**src/rtl/vga_timing_pkg.sv**
```systemverilog
// Shared VGA timing constants (640x480@60 defaults) and the helpers that
// derive frame totals and counter widths from a timing set.
package vga_timing_pkg;

    function automatic int vga_total(input int active, input int fp, input int sync, input int bp);
        return active + fp + sync + bp;
    endfunction

    // Width needed to hold 0..n-1; never narrower than one bit.
    function automatic int vga_cw(input int n);
        return (n <= 1) ? 1 : $clog2(n);
    endfunction

    localparam int VGA_H_ACTIVE = 640;
    localparam int VGA_H_FP     = 16;
    localparam int VGA_H_SYNC   = 96;
    localparam int VGA_H_BP     = 48;
    localparam int VGA_V_ACTIVE = 480;
    localparam int VGA_V_FP     = 10;
    localparam int VGA_V_SYNC   = 2;
    localparam int VGA_V_BP     = 33;

    localparam int VGA_H_TOTAL = vga_total(VGA_H_ACTIVE, VGA_H_FP, VGA_H_SYNC, VGA_H_BP);
    localparam int VGA_V_TOTAL = vga_total(VGA_V_ACTIVE, VGA_V_FP, VGA_V_SYNC, VGA_V_BP);

endpackage

```
**src/rtl/vga_axis_counter.sv**
```systemverilog
// Wrap counter for one screen axis: advances on i_inc, wraps from MAX-1 to 0,
// and exposes its next value so callers can register decodes in step with it.
module vga_axis_counter #(
    parameter int MAX = 800,
    parameter int W   = 10
) (
    input  logic         i_clk,
    input  logic         i_reset,
    input  logic         i_inc,
    output logic [W-1:0] o_count,
    output logic [W-1:0] o_next,
    output logic         o_tc
);

    localparam logic [W-1:0] LAST = W'(MAX - 1);

    logic [W-1:0] r_count;

    assign o_tc    = (r_count == LAST);
    assign o_count = r_count;

    always_comb begin
        o_next = r_count;
        if (i_inc) begin
            o_next = o_tc ? '0 : r_count + W'(1);
        end
    end

    always_ff @(posedge i_clk) begin
        if (i_reset) begin
            r_count <= '0;
        end else begin
            r_count <= o_next;
        end
    end

endmodule

```
**src/rtl/vga_sync_gen.sv**
```systemverilog
// Parametrised VGA timing generator: prescaled pixel tick, x/y counters and
// registered sync/blank decodes. Define VGA_SYNC_FRAME_COUNT_EN to add frame_cnt.
module vga_sync_gen
    import vga_timing_pkg::*;
#(
    parameter int H_ACTIVE = VGA_H_ACTIVE,
    parameter int H_FP     = VGA_H_FP,
    parameter int H_SYNC   = VGA_H_SYNC,
    parameter int H_BP     = VGA_H_BP,
    parameter int V_ACTIVE = VGA_V_ACTIVE,
    parameter int V_FP     = VGA_V_FP,
    parameter int V_SYNC   = VGA_V_SYNC,
    parameter int V_BP     = VGA_V_BP,
    parameter int HS_POL   = 0,
    parameter int VS_POL   = 0,
    parameter int CLK_DIV  = 2
) (
    input  logic clk,
    input  logic reset,
    input  logic enable,
    output logic pixel_tick,
    output logic [vga_cw(vga_total(H_ACTIVE, H_FP, H_SYNC, H_BP))-1:0] pixel_x,
    output logic [vga_cw(vga_total(V_ACTIVE, V_FP, V_SYNC, V_BP))-1:0] pixel_y,
    output logic video_on,
    output logic hsync,
    output logic vsync,
    output logic line_start,
    output logic frame_start
`ifdef VGA_SYNC_FRAME_COUNT_EN
    ,
    output logic [15:0] frame_cnt
`endif
);

    localparam int H_TOTAL = vga_total(H_ACTIVE, H_FP, H_SYNC, H_BP);
    localparam int V_TOTAL = vga_total(V_ACTIVE, V_FP, V_SYNC, V_BP);
    localparam int CW_H    = vga_cw(H_TOTAL);
    localparam int CW_V    = vga_cw(V_TOTAL);
    localparam int PW      = vga_cw(CLK_DIV);

    localparam logic [PW-1:0]   PRE_LAST = PW'(CLK_DIV - 1);
    localparam logic [CW_H-1:0] H_VIS    = CW_H'(H_ACTIVE);
    localparam logic [CW_H-1:0] HS_FIRST = CW_H'(H_ACTIVE + H_FP);
    localparam logic [CW_H-1:0] HS_LAST  = CW_H'(H_ACTIVE + H_FP + H_SYNC - 1);
    localparam logic [CW_V-1:0] V_VIS    = CW_V'(V_ACTIVE);
    localparam logic [CW_V-1:0] VS_FIRST = CW_V'(V_ACTIVE + V_FP);
    localparam logic [CW_V-1:0] VS_LAST  = CW_V'(V_ACTIVE + V_FP + V_SYNC - 1);
    localparam logic            HS_ON    = HS_POL[0];
    localparam logic            VS_ON    = VS_POL[0];

    if (CLK_DIV < 1 || H_ACTIVE < 1 || H_SYNC < 1 || V_ACTIVE < 1 || V_SYNC < 1 ||
        H_FP < 0 || H_BP < 0 || V_FP < 0 || V_BP < 0 ||
        HS_POL < 0 || HS_POL > 1 || VS_POL < 0 || VS_POL > 1) begin : g_bad_params
        $error("vga_sync_gen: illegal timing parameters");
    end

    logic [PW-1:0]   r_pre;
    logic            r_tick;
    logic            r_line;
    logic            r_frame;
    logic            r_hsync;
    logic            r_vsync;
    logic            r_vid;
    logic            w_tick;
    logic            w_h_tc;
    logic            w_v_tc;
    logic [CW_H-1:0] w_x_next;
    logic [CW_V-1:0] w_y_next;

    assign w_tick = enable && (r_pre == PRE_LAST);

    vga_axis_counter #(.MAX(H_TOTAL), .W(CW_H)) u_h_cnt (
        .i_clk   (clk),
        .i_reset (reset),
        .i_inc   (w_tick),
        .o_count (pixel_x),
        .o_next  (w_x_next),
        .o_tc    (w_h_tc)
    );

    vga_axis_counter #(.MAX(V_TOTAL), .W(CW_V)) u_v_cnt (
        .i_clk   (clk),
        .i_reset (reset),
        .i_inc   (w_tick && w_h_tc),
        .o_count (pixel_y),
        .o_next  (w_y_next),
        .o_tc    (w_v_tc)
    );

    // Decodes use the counters' next values so they land in the same clock as the count.
    always_ff @(posedge clk) begin
        if (reset) begin
            r_pre   <= '0;
            r_tick  <= 1'b0;
            r_line  <= 1'b0;
            r_frame <= 1'b0;
            r_hsync <= ~HS_ON;
            r_vsync <= ~VS_ON;
            r_vid   <= 1'b1;
        end else begin
            if (enable) begin
                r_pre <= w_tick ? '0 : r_pre + PW'(1);
            end
            r_tick  <= w_tick;
            r_line  <= w_tick && w_h_tc;
            r_frame <= w_tick && w_h_tc && w_v_tc;
            r_hsync <= (w_x_next >= HS_FIRST && w_x_next <= HS_LAST) ? HS_ON : ~HS_ON;
            r_vsync <= (w_y_next >= VS_FIRST && w_y_next <= VS_LAST) ? VS_ON : ~VS_ON;
            r_vid   <= (w_x_next < H_VIS) && (w_y_next < V_VIS);
        end
    end

    assign pixel_tick  = r_tick;
    assign line_start  = r_line;
    assign frame_start = r_frame;
    assign hsync       = r_hsync;
    assign vsync       = r_vsync;
    assign video_on    = r_vid;

`ifdef VGA_SYNC_FRAME_COUNT_EN
    logic [15:0] r_fcnt;

    always_ff @(posedge clk) begin
        if (reset) begin
            r_fcnt <= '0;
        end else if (w_tick && w_h_tc && w_v_tc) begin
            r_fcnt <= r_fcnt + 16'd1;
        end
    end

    assign frame_cnt = r_fcnt;
`endif

endmodule
```
**config.mk**
```make
export PLATFORM = sky130hd
export DESIGN_NAME = vga_sync_gen
export DESIGN_NICKNAME = d
export VERILOG_FILES = /design/src/rtl/vga_timing_pkg.sv /design/src/rtl/vga_axis_counter.sv /design/src/rtl/vga_sync_gen.sv
export SDC_FILE = /design/constraint.sdc
export NUM_CORES = 1
export LEC_CHECK = 0
export ABC_CLOCK_PERIOD_IN_PS = 2300
export CORE_ASPECT_RATIO = 0.8
export CORE_MARGIN = 1.5
export CORE_UTILIZATION = 60
export DETAILED_ROUTE_END_ITERATION = 7
export DONT_BUFFER_PORTS = 1
export PLACE_DENSITY = 0.76
export SLEW_MARGIN = 20
export SYNTH_ARGS = -nofsm -noshare
export SYNTH_HDL_FRONTEND = slang
export SYNTH_SLANG_ARGS = --single-unit
```
**constraint.sdc**
```tcl
create_clock -name clk -period 2.3 [get_ports clk]
set_input_delay 0.23 -clock clk [delete_from_list [all_inputs] [get_ports clk]]
set_output_delay 0.23 -clock clk [all_outputs]
set_load 0.05 [all_outputs]
```
==> results.yml <==
outcome:
  status: "completed"
floorplan:
  core_um2: 2140
  dieArea_um2: 2539
  die_h_um: 45.37
  pin_count: 29
  rows: 15
  start_util_pct: 62.92
  die_w_um: 55.96
synthesis:
  synth_area_um2: 1346
  synth_nets: 166
  yosys.area_share.simple_pct: 36.06
  synth_edf_count: 0
  avgSynthCellArea_um2: 8.414
  synth-xor-area-share_pct: 7.156
  yosys_warnings: 0
  synth_compound_area_share_pct: 10.04
  synth_top_family_by_area: "simple AND/OR/NAND/NOR gates"
  synthCells: 160
  synth.ff_latch_count: 27
  async_flop_share_pct: 0
  synthMuxAreaShare_pct: 0.7435
  synth_seq_area_share_pct: 40.15
  ys_types: 39
  ys.flop_type: "dfxtp_1"
  synthAdderAreaFrac_pct: 2.788
power_and_ir_drop:
  internal_power_uw: 545.4
  power.density_nw_per_um2: 452.2
  p_switching_uw: 164.1
  ir_drop_mv: 0.5730
  power_leakage_nw: 0.6209
  combPwrFrac_pct: 4.0
  switching_share_pct: 23.13
  power.total_uw: 709.5
  seq_power_share_pct: 67.3
  p_clk_share_pct: 28.7
worst_setup_path:
  max_stage_delay_ps: 360
  startpoint_type: "flip-flop"
  cp-end-kind: "flip-flop"
  timing.rr.end: "hsync"
  timing.rr.start: "u_h_cnt.o_count[1]"
  reg2reg_depth: 7
  crit_cells: 7
  cp_top_family: "simple AND/OR/NAND/NOR gates"
  path_cells: "buf_4, nand3_1, nor4_2, xnor2_1, or3_1, nor4b_1, nand2_1"
  critical_path_class: "reg -> reg"
  critPathBufInv: 1
  required_ps: 2530
  crit_start: "u_h_cnt.o_count[1]"
  critical_path_arrival_ps: 2270
  ff2ff_setup_slack_ps: 260
  crit_path_max_fanout: 4
  endpoint: "hsync"
  crit_path_top_delay_cell: "dfxtp_1"
sta:
  hold_viol_final: 0
  drv_slew: 0
  timing.slew.headroom_pct: 43.44
  min_period_ps: 2045
  rsz0062_at_grt: "no"
  setup_ws_ps: 255.5
  finalSetupViolations: 0
  clock.fmax_mhz: 489.1
  fin_crit_sh_pct: 88.89
  fin_setup_tns_ps: 0
  fin_skew_ps: 4.845
  worst_slew_pin_slew_ps: 845.7
global_route:
  grt_max_degree: 23
  antenna_found_initial: 0
  grt.total_usage_pct: 26.19
  overflow: 0
  grt_pass1_vias: 1151
  grt_pass1_wl_mm: 5.168
route:
  vias_per_cell: 6.000
  drt-initial-drc-count: 51
  totalWireLength_mm: 3.196
  firstDrtPassIters: 4
  drc_errors: 0
  wl_per_cell_um: 15.37
  drtAntennaViolNets: 0
  vias: 1248
finish:
  drive_gt1_share_pct: 16.94
  diodes: 0
  final_nets: 190
  fill_cells: 160
  stdcell_count: 208
  fin_util_pct: 73.33
  area_growth_pct: 16.54
place:
  dp.cells: 203
  dpl.hpwl_mm: 2.350
  pre_cts_ws_ps: 313.8
  port_buffers: 0
  gp_congestion: 0.8780
clock_network:
  ctsResizeCount: 0
  cts_root_buf: "clkbuf_4"
  cts_tree: "yes"
  post-cts-setup-buffers: 0
  cts_buffers: 3
  clk_latency_ps: 320
  cts.sinks: 27
  clk_path_buf_depth: 2
  htreeDepth: 1
  clkTransAtPathRegs_ps: 140
run:
  cap_viol_max_count: 0
min_path:
  hold_path.class: "in -> reg"
## layout by cell type (no fill, tap or decap), drive strengths merged, types with 2 or more instances in the layout
master,synthesis,layout
and4,3,3
inv,4,4
nor2,19,19
or3,4,4
a21oi,9,9
or4,2,2
buf,2,24
xnor2,5,5
nand3,7,7
nor4,3,3
o21ai,3,3
clkbuf,4,3
and2,3,3
nor4b,3,3
dfxtp,27,27
nor3,11,11
xor2,6,6
and3,3,3
nand3b,2,2
nand2,18,18
nand4,5,5
ha,3,3
## metrics by stage
step | hold WS (ps) | instance area (µm²)
floorplan | 309.9 | 1346
global placement | 303.9 | 1531
detailed placement | 304.5 | 1531
CTS | 31.24 | 1569
global route | 27.16 | 1569
finish | 41.00 | 1569
## worst min path at each step
| stage | startpoint | end | slack, ps | depth (start not counted) |
|---|---|---|---|---|
| final | enable | r_pre | 40 | 2 |
| after global routing | enable | r_pre | 30 | 2 |
| after CTS | enable | r_pre | 30 | 2 |
| after detailed placement | reset | u_h_cnt.o_count[0] | 300 | 1 |
| after global placement | reset | u_v_cnt.o_count[7] | 300 | 1 |
| after floorplan | reset | line_start | 310 | 1 |
## layer usage
layer  vias to the layer above  share of wire (%)  global-route usage [%]
met5                         -                  0                       0
met4                         0               0.66                   5.714
met3                         4                9.3                   7.386
met2                        55                 42                   41.41
met1                       564                 48                   36.35
li1                        625                  -                       -
## state kept, by name, indices dropped and copies added (netlist names)
register,cells
u_h_cnt.o_count,10
u_v_cnt.o_count,10
frame_start,1
hsync,1
line_start,1
pixel_tick,1
r_pre,1
video_on,1
vsync,1
## logic make-up after synthesis
kind of cell,count (synthesis)
flops,27
compound gates,21
buf+inv,10
mux,1
simple gates,87
fa+ha+maj,3
xor+xnor,11
## power groups by stage
stage	logic (mW)	clock network [mW]	registers (mW)
after global routing	0.0308	0.229	0.478
after detailed placement	0.0210	0	0.487
after global placement	0.0208	0	0.487
final	0.0284	0.204	0.477
after CTS	0.0282	0.212	0.477
after floorplan	0.0142	0	0.493
## synth_stat cells (2+ instances only)
| library cell | number | area [µm²] |
|---|---|---|
| a21oi_1 | 9 | 45.04 |
| dfxtp_1 | 27 | 540.5 |
| ha_1 | 3 | 37.54 |
| nor3_1 | 11 | 55.05 |
| or3_1 | 4 | 25.02 |
| nand3b_1 | 2 | 15.01 |
| nor2_1 | 19 | 71.32 |
| nor4b_1 | 2 | 17.52 |
| and4_1 | 3 | 26.28 |
| nand3_1 | 7 | 35.03 |
| clkbuf_1 | 3 | 11.26 |
| xor2_1 | 6 | 52.55 |
| nor4_2 | 2 | 25.02 |
| nand4_1 | 5 | 31.28 |
| nand2_1 | 18 | 67.56 |
| xnor2_1 | 5 | 43.79 |
| and3_1 | 3 | 18.77 |
| and2_1 | 3 | 18.77 |
| buf_2 | 2 | 10.01 |
| or4_1 | 2 | 15.01 |
| inv_1 | 4 | 15.01 |
| o21ai_0 | 3 | 15.01 |
## timing repair
item	in CTS	in global routing
endpoints found under the setup margin	0	0
hold buffers	1	0
endpoints found under the hold margin	22	0
## cell type report
cell class	instances	area (µm²)	share of cell area [%]
multi-input cells	123	764.5	48.72
repair buffers	25	190.2	12.12
well taps	25	31.28	1.994
clock buffers	3	22.52	1.435
flip-flops and latches	27	540.5	34.45
inverters	4	15.01	0.9569
clock inverters	1	5.005	0.3190
No activity file was read; power rests on OpenSTA's default activity.
